--- src/rtl/sc_regcointype_multi.sv ---
// ---------------------------------------------------------------------------
// sc_regcointype_multi
//
// W-bit coin/sprite type register for the game datapath and display logic.
// The held code can be loaded from an external bus, cleared to a fixed init
// value, or left to animate on its own by rotating or counting once every
// PRESCALE clock cycles.
//
// Parameters:
//   DATA_WIDTH              width W of the held code (W >= 1)
//   DATA_FIXED_INITREGCOIN  value applied by clear, truncated/zero-extended
//   PRESCALE                clock cycles per autonomous step (>= 1)
//
// Ports:
//   SC_RegCOINTYPE_CLOCK_50      system clock, rising edge
//   SC_RegCOINTYPE_RESET_InHigh  asynchronous active-high reset (REG=0)
//   SC_RegCOINTYPE_load_InLow    active-low synchronous load of data_In
//   SC_RegCOINTYPE_clear_InLow   active-low synchronous clear to init value
//   SC_RegCOINTYPE_mode_In       00 hold, 01 rotl, 10 rotr, 11 count-up
//   SC_RegCOINTYPE_data_In       value captured on load
//   SC_RegCOINTYPE_data_OutLow   current register contents
//   SC_RegCOINTYPE_tick_Out      high in the cycle an autonomous step is taken
//   SC_RegCOINTYPE_changed_Out   one-cycle pulse after the value changed
//
// Configuration macro:
//   SC_REGCOINTYPE_CHANGE_FLAG_EN  defined: change flag flop is built.
//                                  undefined: changed_Out tied low.
// ---------------------------------------------------------------------------
module sc_regcointype_multi #(
  parameter int DATA_WIDTH             = 4,
  parameter     DATA_FIXED_INITREGCOIN = 4'b0001,
  parameter int PRESCALE               = 8
) (
  input  logic                  SC_RegCOINTYPE_CLOCK_50,
  input  logic                  SC_RegCOINTYPE_RESET_InHigh,
  input  logic                  SC_RegCOINTYPE_load_InLow,
  input  logic                  SC_RegCOINTYPE_clear_InLow,
  input  logic [1:0]            SC_RegCOINTYPE_mode_In,
  input  logic [DATA_WIDTH-1:0] SC_RegCOINTYPE_data_In,
  output logic [DATA_WIDTH-1:0] SC_RegCOINTYPE_data_OutLow,
  output logic                  SC_RegCOINTYPE_tick_Out,
  output logic                  SC_RegCOINTYPE_changed_Out
);

  // The prescaler needs at least one bit even when PRESCALE is 1, in which
  // case it simply stays at zero and every non-hold edge is a step.
  localparam int CNT_WIDTH = (PRESCALE > 1) ? $clog2(PRESCALE) : 1;
  localparam logic [CNT_WIDTH-1:0]  CNT_LAST  = CNT_WIDTH'(PRESCALE - 1);
  localparam logic [DATA_WIDTH-1:0] INIT_CODE = DATA_WIDTH'(DATA_FIXED_INITREGCOIN);

  localparam logic [1:0] MODE_HOLD  = 2'b00;
  localparam logic [1:0] MODE_ROTL  = 2'b01;
  localparam logic [1:0] MODE_ROTR  = 2'b10;
  localparam logic [1:0] MODE_COUNT = 2'b11;

  logic [DATA_WIDTH-1:0] regQ;
  logic [DATA_WIDTH-1:0] regNext;
  logic [DATA_WIDTH-1:0] stepValue;
  logic [DATA_WIDTH-1:0] rotLeft;
  logic [DATA_WIDTH-1:0] rotRight;
  logic [CNT_WIDTH-1:0]  cntQ;
  logic [CNT_WIDTH-1:0]  cntNext;
  logic                  stepNow;

  // A step is due when the register is free to animate (no load/clear this
  // cycle, not holding) and the prescaler has reached its last count. This
  // also drives tick_Out, so the tick marks exactly the cycle whose edge
  // applies the step.
  assign stepNow = (SC_RegCOINTYPE_mode_In != MODE_HOLD) && (cntQ == CNT_LAST) &&
                   SC_RegCOINTYPE_load_InLow && SC_RegCOINTYPE_clear_InLow;

  // Rotations are built bit by bit with modulo indexing so the same code
  // covers W=1, where both rotates collapse to the identity.
  always_comb begin
    rotLeft  = '0;
    rotRight = '0;
    for (int i = 0; i < DATA_WIDTH; i++) begin
      rotLeft[i]  = regQ[(i + DATA_WIDTH - 1) % DATA_WIDTH];
      rotRight[i] = regQ[(i + 1) % DATA_WIDTH];
    end
  end

  // Select the value an autonomous step would produce in the current mode.
  // Count-up wraps naturally from all-ones to zero.
  always_comb begin
    stepValue = regQ;
    case (SC_RegCOINTYPE_mode_In)
      MODE_ROTL:  stepValue = rotLeft;
      MODE_ROTR:  stepValue = rotRight;
      MODE_COUNT: stepValue = regQ + 1'b1;
      default:    stepValue = regQ;
    endcase
  end

  // Next-state selection in priority order: load beats clear, clear beats
  // animation, and hold freezes both the code and the prescaler so an
  // interrupted interval resumes where it left off. Load and clear restart
  // the prescaler so the next step is a full interval away.
  always_comb begin
    regNext = regQ;
    cntNext = cntQ;
    if (!SC_RegCOINTYPE_load_InLow) begin
      regNext = SC_RegCOINTYPE_data_In;
      cntNext = '0;
    end else if (!SC_RegCOINTYPE_clear_InLow) begin
      regNext = INIT_CODE;
      cntNext = '0;
    end else if (SC_RegCOINTYPE_mode_In != MODE_HOLD) begin
      if (stepNow) begin
        regNext = stepValue;
        cntNext = '0;
      end else begin
        cntNext = cntQ + 1'b1;
      end
    end
  end

  // Code register and prescaler. Reset clears to zero rather than the init
  // value so a freshly reset datapath shows an empty code.
  always_ff @(posedge SC_RegCOINTYPE_CLOCK_50 or posedge SC_RegCOINTYPE_RESET_InHigh) begin
    if (SC_RegCOINTYPE_RESET_InHigh) begin
      regQ <= '0;
      cntQ <= '0;
    end else begin
      regQ <= regNext;
      cntQ <= cntNext;
    end
  end

`ifdef SC_REGCOINTYPE_CHANGE_FLAG_EN
  logic chgQ;

  // Change flag is registered alongside the code, so it rises in the same
  // cycle the new value appears. Reloading the held value leaves it low.
  always_ff @(posedge SC_RegCOINTYPE_CLOCK_50 or posedge SC_RegCOINTYPE_RESET_InHigh) begin
    if (SC_RegCOINTYPE_RESET_InHigh) begin
      chgQ <= 1'b0;
    end else begin
      chgQ <= (regNext != regQ);
    end
  end

  assign SC_RegCOINTYPE_changed_Out = chgQ;
`else
  assign SC_RegCOINTYPE_changed_Out = 1'b0;
`endif

  assign SC_RegCOINTYPE_data_OutLow = regQ;
  assign SC_RegCOINTYPE_tick_Out    = stepNow;

endmodule

--- config.mk ---
export PLATFORM = sky130hd
export DESIGN_NAME = sc_regcointype_multi
export DESIGN_NICKNAME = d
export VERILOG_FILES = /design/src/rtl/sc_regcointype_multi.sv
export SDC_FILE = /design/constraint.sdc
export NUM_CORES = 1
export LEC_CHECK = 0
export CAP_MARGIN = 20
export CORE_AREA = 2 2 39 41
export DETAILED_ROUTE_END_ITERATION = 7
export DIE_AREA = 0 0 41 43
export HOLD_SLACK_MARGIN = 0.1
export PLACE_DENSITY = 0.68
export REMOVE_ABC_BUFFERS = 1
export SLEW_MARGIN = 20
export SYNTH_ARGS = -nofsm -noshare
export SYNTH_HDL_FRONTEND = slang
export SYNTH_SLANG_ARGS = --single-unit
--- constraint.sdc ---
create_clock -name SC_RegCOINTYPE_CLOCK_50 -period 1.8 [get_ports SC_RegCOINTYPE_CLOCK_50]
set_input_delay 0.36 -clock SC_RegCOINTYPE_CLOCK_50 [delete_from_list [all_inputs] [get_ports SC_RegCOINTYPE_CLOCK_50]]
set_output_delay 0.36 -clock SC_RegCOINTYPE_CLOCK_50 [all_outputs]
set_load 0.005 [all_outputs]
==> flow_summary.toml, run 1 <==
[run_status]
status = "finished clean"

[final_layout]
layout.cells.most_common = "clkdlybuf4s50_1"
area_growth_pct = 43.9
num_antenna_cells = 0
layout-drive-gt1-share_pct = 17.6
nets = 99
final_cell_mix = "clkdlybuf4s50_1 (13), nor2_1 (12), a21oi_1 (8), dfrtp_1 (7), buf_4 (7)"
finalNonFillerCells = 101

[pwr]
max-vdd-ir-drop_uv = 335
p_switching_uw = 131
powerDensity_nw_per_um2 = 612
p_total_uw = 454
pwr-share-clk_pct = 31.8
power_leakage_uw = 0.000328
switching_share_pct = 28.7
p_int_uw = 324
p_seq_share_pct = 41.4
p_comb_share_pct = 26.8

[drt]
viasPerCell = 5.20
routed_wl_um = 1250
vias = 525
drt_iter0_drc = 15
wl_per_cell_um = 12.4
ant_nets = 0
drt-pass1-iter-count = 4
drcViolationCount = 0

[clock_tree]
clock-root-buffer = "clkbuf_4"
cts_sinks = 7
cts_tree = "yes"
htreeDepth = 1
cts_buffers = 3
clock_latency_ns = 0.25
clk_path_buf_depth = 2
cts_hold_buf = 0
clkTransAtPathRegs_ns = 0.06

[sta]
report.final.slew_viol_count = 0
finalHoldViolCount = 0
fin_tns_setup_ns = 0
fin_crit_sh_pct = 96.7
rsz0062_at_grt = "no"
fin_skew_ns = 0.000976
min_period_ns = 1.74
fmax_mhz = 574
timing.final.ws_setup_ns = 0.0592
setup_viol_count_final = 0
worst_hold_slack_ns = 0.348

[placement]
hpwl_um = 890
placed_cells = 96
dpl_worst_slack_ns = -0.177
io_buffer_count = 14
gp_congestion = 0.708

[critical_path]
path_delay_family = "flip-flops"
crit_chain = "ha_2, ha_4, o21ai_2, nor2_1, dlygate4sd2_1"
cp_num_buf_inv = 1
cp-start-kind = "register"
cp.depth = 5
endpoint_kind = "primary output"
path_class = "reg2out"
critPathMaxStageDelay_ns = 0.39
reg2reg_from = "cntQ[0]"
worstRegToRegCells = 7
path_max_fanout = 2
rrSetupSlack_ns = 0.21
crit_end = "SC_RegCOINTYPE_tick_Out"
rr_endpoint = "SC_RegCOINTYPE_data_OutLow[2]"
crit_slowest_cell = "dfrtp_1"
cp_data_arrival_time_ns = 1.38
cp.required_ns = 1.44
crit_start = "cntQ[0]"

[die]
dieHeight_um = 43
core_um2 = 1380
die_area_um2 = 1760
die_w_um = 41
pin_count = 16
start_util_pct = 37.3
rows = 14

[synth]
seq_area_frac_synth_pct = 34.0
yosysUniqueCellTypes = 23
synth_cells = 63
yosysWarningCount = 0
avgSynthCellArea_um2 = 8.18
synth-seq-cells = 7
syn-cell-area_um2 = 515

[global_routing]
grt_pass1_wl_um = 1880
gr-total-overflow = 0
grt_use_total_pct = 16.0
grt_max_degree = 13
grt_pass1_vias = 466
antenna_found_initial = 0

[run]
drv_cap = 0

[worst_hold_path]
holdCritPathClass = "in2async"
layer usage:
layer | part of all wire [%] | track usage [%] | up-vias | wire length (um)
li1 | - | - | 266 | -
met3 | 4.4 | 4.71 | 2 | 55
met5 | 0 | 0 | - | 0
met4 | 1.4 | 8.00 | 0 | 17
met1 | 46 | 19.0 | 240 | 580
met2 | 48 | 25.0 | 17 | 596
synthesized netlist by cell type:
library cell | instances | area [um^2]
nand4_1 | 1 | 6.26
a21oi_1 | 8 | 40.0
a211oi_2 | 2 | 25.0
a211oi_1 | 1 | 7.51
xnor2_1 | 1 | 8.76
nand3_1 | 4 | 20.0
xor2_1 | 1 | 8.76
o21ai_1 | 1 | 5.00
nor2_1 | 12 | 45.0
mux2i_1 | 1 | 10.0
buf_4 | 1 | 7.51
nor3b_1 | 3 | 22.5
buf_6 | 2 | 22.5
nand2b_1 | 1 | 6.26
and2b_1 | 1 | 7.51
a31oi_1 | 1 | 6.26
nand2_1 | 1 | 3.75
inv_1 | 4 | 15.0
dfrtp_1 | 7 | 175
conb_1 | 1 | 3.75
ha_1 | 3 | 37.5
o21ai_0 | 5 | 25.0
o22ai_1 | 1 | 6.26
through the flow:
step / util, % / area (um^2)
2_1_floorplan: - / 485
3_3_place_gp: 49.9 / 691
3_5_place_dp: 49.9 / 691
4_1_cts: 52.2 / 722
5_1_grt: 53.6 / 742
6_report: 53.6 / 742
sequential cells by signal (all words and copies together) (netlist names):
| name | count |
|---|---|
| cntQ | 3 |
| SC_RegCOINTYPE_data_OutLow | 4 |
power groups by stage:
stage          registers [uW]  logic, uW  clock network, uW
2_1_floorplan             187       54.3                  0
3_3_place_gp              189        118                  0
3_5_place_dp              190        120                  0
4_1_cts                   188        122                149
5_1_grt                   190        135                157
6_report                  188        122                145
what timing repair did:
| action | in CTS | in global routing |
|---|---|---|
| endpoints found under the setup margin | 1 | 1 |
| buffers inserted | 0 | 1 |
| gates resized for setup | 4 | 2 |
| endpoints found under the hold margin | 0 | 0 |
cells by family (layout without fill, tap and decap cells):
logic type	after synthesis	count (layout)	share of synthesized area [%]
multiplexers	1	1	1.94
XOR/XNOR	2	2	3.40
AND/OR/NAND/NOR	23	23	21.6
adder cells (fa/ha/maj)	3	3	7.28
other	1	1	0.727
AO/OA/AOI/OAI	19	19	22.3
flip-flops	7	7	34.0
buffers and inverters	7	29	8.74
worst min-delay path by stage:
stage	from	end	slack (ns)	cells after the start
final	SC_RegCOINTYPE_RESET_InHigh	cntQ[1]	0.35	2
after global routing	SC_RegCOINTYPE_RESET_InHigh	SC_RegCOINTYPE_data_OutLow[0]	0.37	2
after CTS	SC_RegCOINTYPE_RESET_InHigh	SC_RegCOINTYPE_data_OutLow[0]	0.35	2
after detailed placement	cntQ[2]	cntQ[2]	0.51	2
after global placement	cntQ[2]	cntQ[2]	0.50	2
after floorplan	SC_RegCOINTYPE_RESET_InHigh	SC_RegCOINTYPE_data_OutLow[0]	0.16	1
area by class of cell:
class / instances / area (um^2)
fillers: 135 / 642
multi-input cells: 49 / 314
repair buffers: 21 / 191
flip-flops and latches: 7 / 175
clock buffers: 4 / 26.3
well taps: 16 / 20.0
inverters: 4 / 15.0
(Power assumes the default switching activity.)
==> run 2: changes to the inputs <==
--- a/config.mk
+++ b/config.mk
@@ -9,9 +9,11 @@
 export CORE_AREA = 2 2 39 41
 export DETAILED_ROUTE_END_ITERATION = 7
 export DIE_AREA = 0 0 41 43
+export GPL_ROUTABILITY_DRIVEN = 0
 export HOLD_SLACK_MARGIN = 0.1
 export PLACE_DENSITY = 0.68
 export REMOVE_ABC_BUFFERS = 1
+export SKIP_CTS_REPAIR_TIMING = 1
 export SLEW_MARGIN = 20
 export SYNTH_ARGS = -nofsm -noshare
 export SYNTH_HDL_FRONTEND = slang
==> run 2 against run 1 <==
Final area down 2.5%. Fmax is 3.3% higher. Via count fell by 2.7%. First-iteration DRC count is 40% higher. Non-clock buffer count down 1.
==> flow_summary.toml, run 2 (synthesis results as in run 1) <==
[run_status]
status = "finished clean"

[critical_path]
cp_data_arrival_time_ns = 1.32
cp-start-kind = "register"
critPathMaxStageDelay_ns = 0.39
path_delay_family = "adder cells"
path_class = "reg2out"
crit_top_cell = "ha_1"
crit_chain = "ha_1, ha_1, o21ai_2, nor2_1, dlymetal6s2s_1"
crit_slowest_cell = "dfrtp_1"
cp_num_buf_inv = 1
cp.required_ns = 1.44
endpoint_kind = "primary output"
path_max_fanout = 2

[placement]
placed_cells = 96
hpwl_um = 890
io_buffer_count = 14
dpl_cell_area_um2 = 691

[final_layout]
seq_area_um2 = 175
largest_register_ffs = 4
layout-drive-gt1-share_pct = 14.3
multi_input_area_um2 = 299
num_antenna_cells = 0
nets = 98
fill_cells = 135
layout.cells.most_common = "clkdlybuf4s50_1"
fin_area_um2 = 723
finalNonFillerCells = 100
final_cell_mix = "clkdlybuf4s50_1 (13), nor2_1 (12), a21oi_1 (8), dfrtp_1 (7), buf_4 (6)"
area_growth_pct = 40.3

[global_routing]
grt_pass1_wl_um = 1820
grt_pass1_vias = 449
grt_max_degree = 13
grt_use_total_pct = 15.6
gr-total-overflow = 0
antenna_found_initial = 0

[clock_tree]
cts_buffers = 3
clk_path_buf_depth = 2
cts_tree = "yes"
clkTransAtPathRegs_ns = 0.05
htreeDepth = 1
cts_sinks = 7
clock_latency_ns = 0.25
clock-root-buffer = "clkbuf_4"

[drt]
wl_per_cell_um = 12.0
ant_nets = 0
vias = 511
wl_met1_um = 577
routed_wl_um = 1200
viasPerCell = 5.11
top_layer = "met4"
met3WireLength_um = 46
route.met2.wl_um = 555
drt-pass1-iter-count = 4
drt_iter0_drc = 21
drcViolationCount = 0

[pwr]
switching_share_pct = 28.6
powerDensity_nw_per_um2 = 626
pwr-share-clk_pct = 31.7
p_comb_share_pct = 26.8
p_int_uw = 323
power_leakage_uw = 0.000343
p_seq_share_pct = 41.5
max-vdd-ir-drop_uv = 333
p_switching_uw = 129

[sta]
setup_viol_count_final = 0
finalHoldViolCount = 0
rsz0062_at_grt = "no"
fin_skew_ns = 0.000360
fmax_mhz = 594
min_period_ns = 1.68
report.final.slew_viol_count = 0
worst_hold_slack_ns = 0.348
fin_crit_sh_pct = 93.6

[die]
die_area_um2 = 1760
start_util_pct = 37.3
core_um2 = 1380
dieHeight_um = 43
rows = 14
die_w_um = 41
pin_count = 16

[run]
drv_cap = 0

[worst_hold_path]
holdCritPathClass = "in2async"
==> run 2: power by group through the flow <==
stage                     Clock (uW)  Sequential (uW)  Combinational (uW)
after CTS                        149              188                 121
after global placement             0              189                 118
after floorplan                    0              187                54.3
after global routing             157              190                 135
after detailed placement           0              190                 120
final                            144              188                 121
==> run 2: area by class of cell <==
class                      instances  share of cell area, %
multi-input combinational         49                   41.3
timing repair buffer              20                   26.0
sequential                         7                   24.2
clock buffer                       4                   3.63
tap                               16                   2.77
inverter                           4                   2.08
==> run 2: layer usage <==
| metal | up-vias | track usage [%] |
|---|---|---|
| met5 | - | 0 |
| met4 | 0 | 8.00 |
| met3 | 2 | 4.71 |
| met2 | 17 | 23.8 |
| met1 | 229 | 19.0 |
| li1 | 263 | - |
==> run 2: final timing paths <==
kind	from	end	slack, ns	cells past startpoint
min in group SC_RegCOINTYPE_CLOCK_50	cntQ[1]	cntQ[1]	0.52	2
min reg2reg	cntQ[1]	cntQ[1]	0.52	2
max	cntQ[0]	SC_RegCOINTYPE_tick_Out	0.12	5
max in group asynchronous	SC_RegCOINTYPE_RESET_InHigh	SC_RegCOINTYPE_data_OutLow[3]	1.23	2
min	SC_RegCOINTYPE_RESET_InHigh	SC_RegCOINTYPE_data_OutLow[0]	0.35	2
max reg2reg	cntQ[0]	SC_RegCOINTYPE_data_OutLow[2]	0.25	6
==> run 2: through the flow <==
| step | utilization, % | total power, uW | TNS [ns] | worst slack [ns] |
|---|---|---|---|---|
| final | 52.3 | 453 | 0 | 0.115 |
| after detailed placement | 49.9 | 311 | -0.214 | -0.177 |
| after CTS | 51.8 | 458 | -0.265 | -0.265 |
| after floorplan | - | 242 | 0 | 0.381 |
| after global routing | 52.3 | 482 | 0 | 0.0552 |
| after global placement | 49.9 | 308 | -0.162 | -0.162 |
==> run 3: changes to the inputs <==
--- a/config.mk
+++ b/config.mk
@@ -6,12 +6,12 @@
 export NUM_CORES = 1
 export LEC_CHECK = 0
 export CAP_MARGIN = 20
-export CORE_AREA = 2 2 39 41
+export CORE_ASPECT_RATIO = 0.9
+export CORE_MARGIN = 2
+export CORE_UTILIZATION = 35
 export DETAILED_ROUTE_END_ITERATION = 7
-export DIE_AREA = 0 0 41 43
 export GPL_ROUTABILITY_DRIVEN = 0
 export HOLD_SLACK_MARGIN = 0.1
-export PLACE_DENSITY = 0.68
 export REMOVE_ABC_BUFFERS = 1
 export SKIP_CTS_REPAIR_TIMING = 1
 export SLEW_MARGIN = 20
==> constraint.sdc (replaced) <==
create_clock -name SC_RegCOINTYPE_CLOCK_50 -period 1.66 [get_ports SC_RegCOINTYPE_CLOCK_50]
set_input_delay 0.332 -clock SC_RegCOINTYPE_CLOCK_50 [delete_from_list [all_inputs] [get_ports SC_RegCOINTYPE_CLOCK_50]]
set_output_delay 0.332 -clock SC_RegCOINTYPE_CLOCK_50 [all_outputs]
set_load 0.005 [all_outputs]
==> run 3 against run 2 <==
Clock skew increased by 0.0021 ns. Global-route usage is 0.35 points lower. Combinational power up 13%. Die area grew 1.9%. Sequential power grew 9%. Setup slack got worse by 0.051 ns. Final area up 3.6%. Critical path type unchanged.
==> flow_summary.toml, run 3 (synthesis results as in run 1) <==
[final_layout]
num_antenna_cells = 0
seq_area_um2 = 175
nets = 101
multi_input_area_um2 = 304
fin_area_um2 = 749
final_util_pct = 53.0
layout-drive-gt1-share_pct = 19.5
area_growth_pct = 45.4
layout.cells.most_common = "clkdlybuf4s50_1"
final_cell_mix = "clkdlybuf4s50_1 (13), nor2_1 (12), buf_4 (9), a21oi_1 (8), dfrtp_1 (7)"
largest_register_ffs = 4
fill_cells = 138

[clock_tree]
clkTransAtPathRegs_ns = 0.05
cts_sinks = 7
clock_latency_ns = 0.25
clock-root-buffer = "clkbuf_4"
cts_tree = "yes"
cts_buffers = 3
htreeDepth = 1
clk_path_buf_depth = 2

[drt]
ant_nets = 0
vias = 509
viasPerCell = 4.99
drt_iter0_drc = 8
routed_wl_um = 1210
drt-pass1-iter-count = 3
wl_per_cell_um = 11.8
drcViolationCount = 0

[critical_path]
cp-start-kind = "register"
crit_chain = "clkdlybuf4s50_1"
cp.required_ns = 1.33
reg2reg_from = "cntQ[0]"
rr_endpoint = "SC_RegCOINTYPE_data_OutLow[2]"
path_max_fanout = 7
crit_end = "SC_RegCOINTYPE_data_OutLow[0]"
endpoint_kind = "primary output"
critPathMaxStageDelay_ns = 0.55
crit_slowest_cell = "clkdlybuf4s50_1"
cp_num_buf_inv = 1
worstRegToRegCells = 6
cp.depth = 1
rrSetupSlack_ns = 0.15
path_delay_family = "buffers and inverters"
cp_data_arrival_time_ns = 1.26
crit_start = "SC_RegCOINTYPE_data_OutLow[0]"
path_class = "reg2out"

[global_routing]
gr-total-overflow = 0
antenna_found_initial = 0
grt_use_total_pct = 15.3
grt_max_degree = 13
grt_pass1_wl_um = 1900
grt_pass1_vias = 433

[run]
drv_cap = 0

[placement]
hpwl_um = 914
io_buffer_count = 14
dpl_cell_area_um2 = 704

[run_status]
status = "finished clean"

[die]
dieHeight_um = 40.4
rows = 13
die_w_um = 44.5
die_area_um2 = 1800
pin_count = 16
core_um2 = 1420
start_util_pct = 36.4

[pwr]
p_total_uw = 492
power_leakage_uw = 0.000353
powerDensity_nw_per_um2 = 656
max-vdd-ir-drop_uv = 376

[sta]
report.final.slew_viol_count = 0
finalHoldViolCount = 0
fmax_mhz = 627
min_period_ns = 1.60
fin_skew_ns = 0.00243
setup_viol_count_final = 0
fin_crit_sh_pct = 96.1
rsz0062_at_grt = "no"

[worst_hold_path]
holdCritPathClass = "in2async"
run 3: cell types whose count changed in the layout (fill, tap and decap cells not counted):
| cell | change |
|---|---|
| buf_4 | +3 |
| ha_1 | -2 |
| ha_2 | +2 |
run 3: how the worst min path moves through the flow:
stage | startpoint | to | cells after the start
after floorplan | SC_RegCOINTYPE_RESET_InHigh | SC_RegCOINTYPE_data_OutLow[0] | 1
after global placement | cntQ[1] | cntQ[1] | 2
after detailed placement | cntQ[2] | cntQ[2] | 2
after CTS | SC_RegCOINTYPE_RESET_InHigh | cntQ[0] | 2
after global routing | SC_RegCOINTYPE_RESET_InHigh | cntQ[2] | 2
final | SC_RegCOINTYPE_RESET_InHigh | cntQ[0] | 2
run 3: layout make-up:
class	instances	area share [%]
Tap cell	15	2.50
Clock buffer	4	3.51
Multi-Input combinational cell	49	40.6
Sequential cell	7	23.4
Inverter	4	2.00
Timing Repair Buffer	23	28.0
run 3: metrics by stage:
| stage | hold WS [ns] | cells | setup WS, ns | setup TNS, ns |
|---|---|---|---|---|
| 2_1_floorplan | 0.135 | 60 | 0.241 | 0 |
| 3_3_place_gp | 0.504 | 97 | -0.218 | -0.345 |
| 3_5_place_dp | 0.521 | 97 | -0.221 | -0.410 |
| 4_1_cts | 0.310 | 101 | -0.368 | -0.368 |
| 5_1_grt | 0.355 | 102 | 0.00388 | 0 |
| 6_report | 0.312 | 102 | 0.0642 | 0 |
run 3: metal layers:
layer	vias up	share of wire [%]	GRT usage, %
li1	266	-	-
met3	0	4.5	7.21
met1	233	47	18.6
met5	-	0	0
met2	10	49	25.4
met4	0	0	2.27
run 3: power breakdown:
| group | internal (uW) | leakage [uW] | switching [uW] |
|---|---|---|---|
| logic | 78.9 | 0.000249 | 58.1 |
| clock network | 91.5 | 0.0000150 | 59.5 |
| registers | 184 | 0.0000889 | 19.7 |
==> RTL edit 1: new RTL, settings of run 1 <==
`DATA_WIDTH`: 4 -> 6.
--- a/src/rtl/sc_regcointype_multi.sv
+++ b/src/rtl/sc_regcointype_multi.sv
@@ -27,7 +27,7 @@
 //                                  undefined: changed_Out tied low.
 // ---------------------------------------------------------------------------
 module sc_regcointype_multi #(
-  parameter int DATA_WIDTH             = 4,
+  parameter int DATA_WIDTH             = 6,
   parameter     DATA_FIXED_INITREGCOIN = 4'b0001,
   parameter int PRESCALE               = 8
 ) (
Ports: changed (resized SC_RegCOINTYPE_data_In and SC_RegCOINTYPE_data_OutLow); port bits go from 16 to 20. The function was not compared with the original's and may differ.
==> RTL edit 1 against run 1 <==
Sequential cell count increased by 2. Total power rose by 29%. Maximum frequency is 2.3% higher. Area after synthesis rose by 30%. Cell count increased by 28%. Critical path depth did not move. Wire length increased by 45%. Final area grew 33%. Via count rose by 36%. Non-clock buffer count increased by 8. First-iteration DRC count is 6.7% lower. Worst setup slack improved by 38 ps. Largest power group unchanged.
==> RTL edit 1: results (changes against run 1) <==
status: "finished clean"  # unchanged
wire_per_inst_microns: 14.0  # was 12.4 microns
routed_wirelength_mm: 1.81  # was 1.25 mm
placement.setup.worst_slack_ps: -146  # was -177 ps
number_of_buffers_created_by_cts: 3  # unchanged
power_leakage_nw: 0.420  # was 0.328 nW
synth_warnings: 0  # unchanged
post_synth_num_cell_types: 32  # was 23
numPortBuffers: 18  # was 14
netlist_top_cells_area: "sky130_fd_sc_hd__dfrtp_1 34%, sky130_fd_sc_hd__nor2_1 9.5%, sky130_fd_sc_hd__a21oi_1 7.5%"  # was sky130_fd_sc_hd__dfrtp_1 34%, sky130_fd_sc_hd__nor2_1 8.7%, sky130_fd_sc_hd__a21oi_1 7.8%
insertedDiodeCount: 0  # unchanged
postSynth.asyncResetShare_pct: 100  # unchanged
path_max_fanout: 2  # unchanged
grt_use_total_pct: 24.4  # was 16.0%
deepest_level_of_the_cts_h_tree: 1  # unchanged
dp.cells: 124  # was 96
maximum_number_of_pins_on_one_net_before_global_route_repair: 17  # was 13
grt_first_pass_wirelength_mm: 2.86  # was 1.88 mm
max-clock-path-buffers: 2  # unchanged
min-delay-path-class: "in -> async"  # unchanged
placed_cell_area_sq_um: 928  # was 691 sq um
hpwl_mm: 1.35  # was 890 microns
power.share.switching_pct: 30.9  # was 28.7%
clockRootBuffer: "sky130_fd_sc_hd__clkbuf_4"  # unchanged
number_of_antenna_violations_at_the_first_check_in_global_routing: 0  # unchanged
detail_route.first_pass.iterations: 4  # unchanged
synth.cells.most_frequent: "17 x sky130_fd_sc_hd__nor2_1, 10 x sky130_fd_sc_hd__a21oi_1, 9 x sky130_fd_sc_hd__dfrtp_1"  # was 12 x sky130_fd_sc_hd__nor2_1, 8 x sky130_fd_sc_hd__a21oi_1, 7 x sky130_fd_sc_hd__dfrtp_1
largest_reg_flops: 6  # was 4
finalNetCount: 129  # was 99
globalplace.congestion: 0.832  # was 0.708
post-synth-top-count-cell: "sky130_fd_sc_hd__nor2_1"  # unchanged
cts.reportedPaths.clkPinSlew_ps: 70
viasPerCell: 5.52  # was 5.20
detail_route.iter0.violations: 14  # was 15
synth.avg_cell_area_sq_um: 8.08  # was 8.18 sq um
layout-drive-gt1-share_pct: 21.2  # was 17.6%
insertion_delay_ps: 260
number_of_global_route_vias_before_repair: 657  # was 466
synth-seq-area-share_pct: 33.6  # was 34.0%
clock-skew-final_ps: 4.36  # was 0.976 ps
worst_ir_drop_vdd_mv: 0.330  # was 0.335 mV
[RTL edit 1: kinds of logic (layout without fill, tap and decap cells)]
family | Yosys count | after routing | share of synthesized area, %
AOI/OAI and AO/OA | 25 | 25 | 23.5
xor gates and xnor gates | 3 | 3 | 3.92
adders and majority gates | 3 | 3 | 5.60
buffers and inverters | 5 | 35 | 3.73
DFF | 9 | 9 | 33.6
muxes | 1 | 1 | 1.49
other | 1 | 1 | 0.559
and+or+nand+nor | 36 | 36 | 27.6
[RTL edit 1: layout make-up]
cell class                      count  area [sq um]
Fill cell                         117           400
Inverter                            2          7.51
Sequential cell                     9           225
Tap cell                           16          20.0
Multi-Input combinational cell     69           442
Timing Repair Buffer               29           263
Clock buffer                        4          26.3
[RTL edit 1: final timing paths]
check	startpoint	to	slack, ps	depth (start not counted)
max	cntQ[0]$_DFFE_PP0P_	SC_RegCOINTYPE_tick_Out	100	5
min	SC_RegCOINTYPE_RESET_InHigh	cntQ[1]$_DFFE_PP0P_	370	2
max reg2reg	cntQ[0]$_DFFE_PP0P_	SC_RegCOINTYPE_data_OutLow[3]$_DFFE_PP0P_	220	7
min reg2reg	cntQ[1]$_DFFE_PP0P_	cntQ[1]$_DFFE_PP0P_	530	2
max in group asynchronous	SC_RegCOINTYPE_RESET_InHigh	SC_RegCOINTYPE_data_OutLow[5]$_DFFE_PP0P_	1150	2
min in group SC_RegCOINTYPE_CLOCK_50	cntQ[1]$_DFFE_PP0P_	cntQ[1]$_DFFE_PP0P_	530	2
[RTL edit 1: critical path, stage by stage (launching register included)]
cell and delay [ps]:
sky130_fd_sc_hd__dfrtp_1 360, sky130_fd_sc_hd__ha_2 190, sky130_fd_sc_hd__ha_4 140, sky130_fd_sc_hd__o21ai_2 60, sky130_fd_sc_hd__nor2_2 110, sky130_fd_sc_hd__clkdlybuf4s15_1 210
[RTL edit 1: power groups by stage]
stage	clock network (mW)	registers, mW	logic, mW
3_3_place_gp	0	0.254	0.164
4_1_cts	0.167	0.250	0.172
5_1_grt	0.175	0.254	0.188
2_1_floorplan	0	0.247	0.0744
3_5_place_dp	0	0.253	0.168
6_report	0.163	0.250	0.171
[RTL edit 1: routing by layer]
metal  GRT usage, %  vias to the layer above  wire (microns)
met5              0                        -               0
met4           10.0                        0              12
met3           3.14                        2              76
met2           37.5                       21             922
met1           33.1                      329             798
li1               -                      360               -
[RTL edit 1: timing repair]
action                                  in CTS  in global routing
cloned                                       0                  0
pin swaps                                    1                  1
setup buffers                                1                  0
endpoints found under the setup margin       1                  1
resized for setup                            5                  2
==> RTL edit 2: new RTL, config.mk and constraints of run 1 <==
Made on the original files. Register the output `SC_RegCOINTYPE_tick_Out`, cleared by the reset; this adds one clock of latency there. The other outputs are not delayed to match. Comments in the files are not updated.
--- a/src/rtl/sc_regcointype_multi.sv
+++ b/src/rtl/sc_regcointype_multi.sv
@@ -146,7 +146,13 @@
 `endif
 
   assign SC_RegCOINTYPE_data_OutLow = regQ;
-  assign SC_RegCOINTYPE_tick_Out    = stepNow;
+  always_ff @(posedge SC_RegCOINTYPE_CLOCK_50 or posedge SC_RegCOINTYPE_RESET_InHigh) begin
+    if (SC_RegCOINTYPE_RESET_InHigh) begin
+      SC_RegCOINTYPE_tick_Out <= '0;
+    end else begin
+      SC_RegCOINTYPE_tick_Out <= stepNow;
+    end
+  end
 
 endmodule
 
Check against the original RTL: not equivalent (Yosys sat finds a counterexample within 10 cycles, from zero or initial values and one cycle with SC_RegCOINTYPE_RESET_InHigh high).
==> RTL edit 2 against run 1 <==
Clock skew up 2.3 ps. Area after synthesis up 3.9%. Core utilization down 0.90 points. Sequential cell count up 1. Combinational power down 8%. Total power down 0.83%. Count of clock-buffer cells in the layout down 1. Final area down 1.7%. Worst setup slack better by 140 ps. Wire length down 8.9%.
==> RTL edit 2: results (changes against run 1) <==
power-per-cell-area_nw_per_um2: 618  # was 612 nW/um^2
worst_ir_drop_vdd_mv: 0.314  # was 0.335 mV
number_of_buffers_created_by_cts: 3  # unchanged
setup.worst_path.start: "SC_RegCOINTYPE_data_OutLow[0]$_DFFE_PP0P_"  # was cntQ[0]$_DFFE_PP0P_
post_layout_cell_count: 99  # was 101
worstPathArrival_ps: 1240  # was 1380 ps
number_of_global_route_vias_before_repair: 457  # was 466
finalNetCount: 98  # was 99
status: "finished clean"  # unchanged
max-clock-path-buffers: 2  # unchanged
cpLargestDelayFamily: "buffers and inverters"  # was flip-flops
synth.cells.most_frequent: "12 x sky130_fd_sc_hd__nor2_1, 8 x sky130_fd_sc_hd__dfrtp_1, 7 x sky130_fd_sc_hd__a21oi_1"  # was 12 x sky130_fd_sc_hd__nor2_1, 8 x sky130_fd_sc_hd__a21oi_1, 7 x sky130_fd_sc_hd__dfrtp_1
path_max_fanout: 7  # was 2
power_leakage_nw: 0.327  # was 0.328 nW
post-layout-total-power_mw: 0.450  # was 0.454 mW
wire_per_inst_microns: 11.5  # was 12.4 microns
netlist_top_cells_area: "sky130_fd_sc_hd__dfrtp_1 37%, sky130_fd_sc_hd__nor2_1 8.4%, sky130_fd_sc_hd__ha_1 7.0%"  # was sky130_fd_sc_hd__dfrtp_1 34%, sky130_fd_sc_hd__nor2_1 8.7%, sky130_fd_sc_hd__a21oi_1 7.8%
grt_first_pass_wirelength_mm: 1.79  # was 1.88 mm
crit_path_top_delay_cell: "sky130_fd_sc_hd__clkdlybuf4s50_1"  # was sky130_fd_sc_hd__dfrtp_1
layout.nonclk_buf_share_pct: 24.4  # was 25.8%
synth-seq-area-share_pct: 37.4  # was 34.0%
globalplace.congestion: 0.740  # was 0.708
final.fill_count: 144  # was 135
layout-drive-gt1-share_pct: 12.0  # was 17.6%
net-switching-power_mw: 0.119  # was 0.131 mW
rrSetupSlack_ps: 230  # was 210 ps
area_share_clock_buf_inv_pct: 3.09  # was 3.54%
hpwl_microns: 892  # was 890 microns
clock-skew-final_ps: 3.27  # was 0.976 ps
placed_cell_area_sq_um: 707  # was 691 sq um
clock_power_mw: 0.129  # was 0.145 mW
grt_use_total_pct: 15.1  # was 16.0%
synth.avg_cell_area_sq_um: 8.37  # was 8.18 sq um
placement.setup.worst_slack_ps: 89.5  # was -177 ps
detail_route.iter0.violations: 4  # was 15
ys_dominant_reg_cell: "sky130_fd_sc_hd__dfrtp_1"  # unchanged
overall_via_count_from_detail_route: 504  # was 525
critPathCapture: "SC_RegCOINTYPE_data_OutLow[0]"  # was SC_RegCOINTYPE_tick_Out
clockBufferCount: 3  # was 4
fin_worst_hold_slack_ps: 348  # about the same
nFlopsAndLatches: 8  # was 7
nonClockBufferCount: 19  # was 21
layout_setup_ws_ps: 202  # was 59.2 ps
seq-power_mw: 0.209  # was 0.188 mW
share_of_the_final_layout_cell_area_in_sequential_cells_pct: 27.4  # was 23.6%
share_of_cell_area_taken_by_multi_input_logic_gates_pct: 40.3  # was 42.3%
==> RTL edit 2: cells by family (layout without fill, tap and decap cells) <==
| group | count (synthesis) | after routing | synth area share (%) |
|---|---|---|---|
| other | 1 | 1 | 0.700 |
| flip-flops | 8 | 8 | 37.4 |
| adder cells (fa/ha/maj) | 3 | 3 | 7.01 |
| multiplexers | 1 | 1 | 1.87 |
| AO/OA/AOI/OAI | 18 | 18 | 19.9 |
| XOR/XNOR | 2 | 2 | 3.27 |
| AND/OR/NAND/NOR | 24 | 24 | 22.2 |
| buffers and inverters | 7 | 26 | 7.71 |
==> RTL edit 2: layer usage <==
| layer | share of wire (%) | wire length, microns | up-vias | GRT usage (%) |
|---|---|---|---|---|
| met2 | 45 | 512 | 17 | 21.9 |
| met4 | 0.70 | 8 | 0 | 10.0 |
| met3 | 5.6 | 64 | 2 | 1.57 |
| li1 | - | - | 263 | - |
| met5 | 0 | 0 | - | 0 |
| met1 | 49 | 553 | 222 | 20.1 |
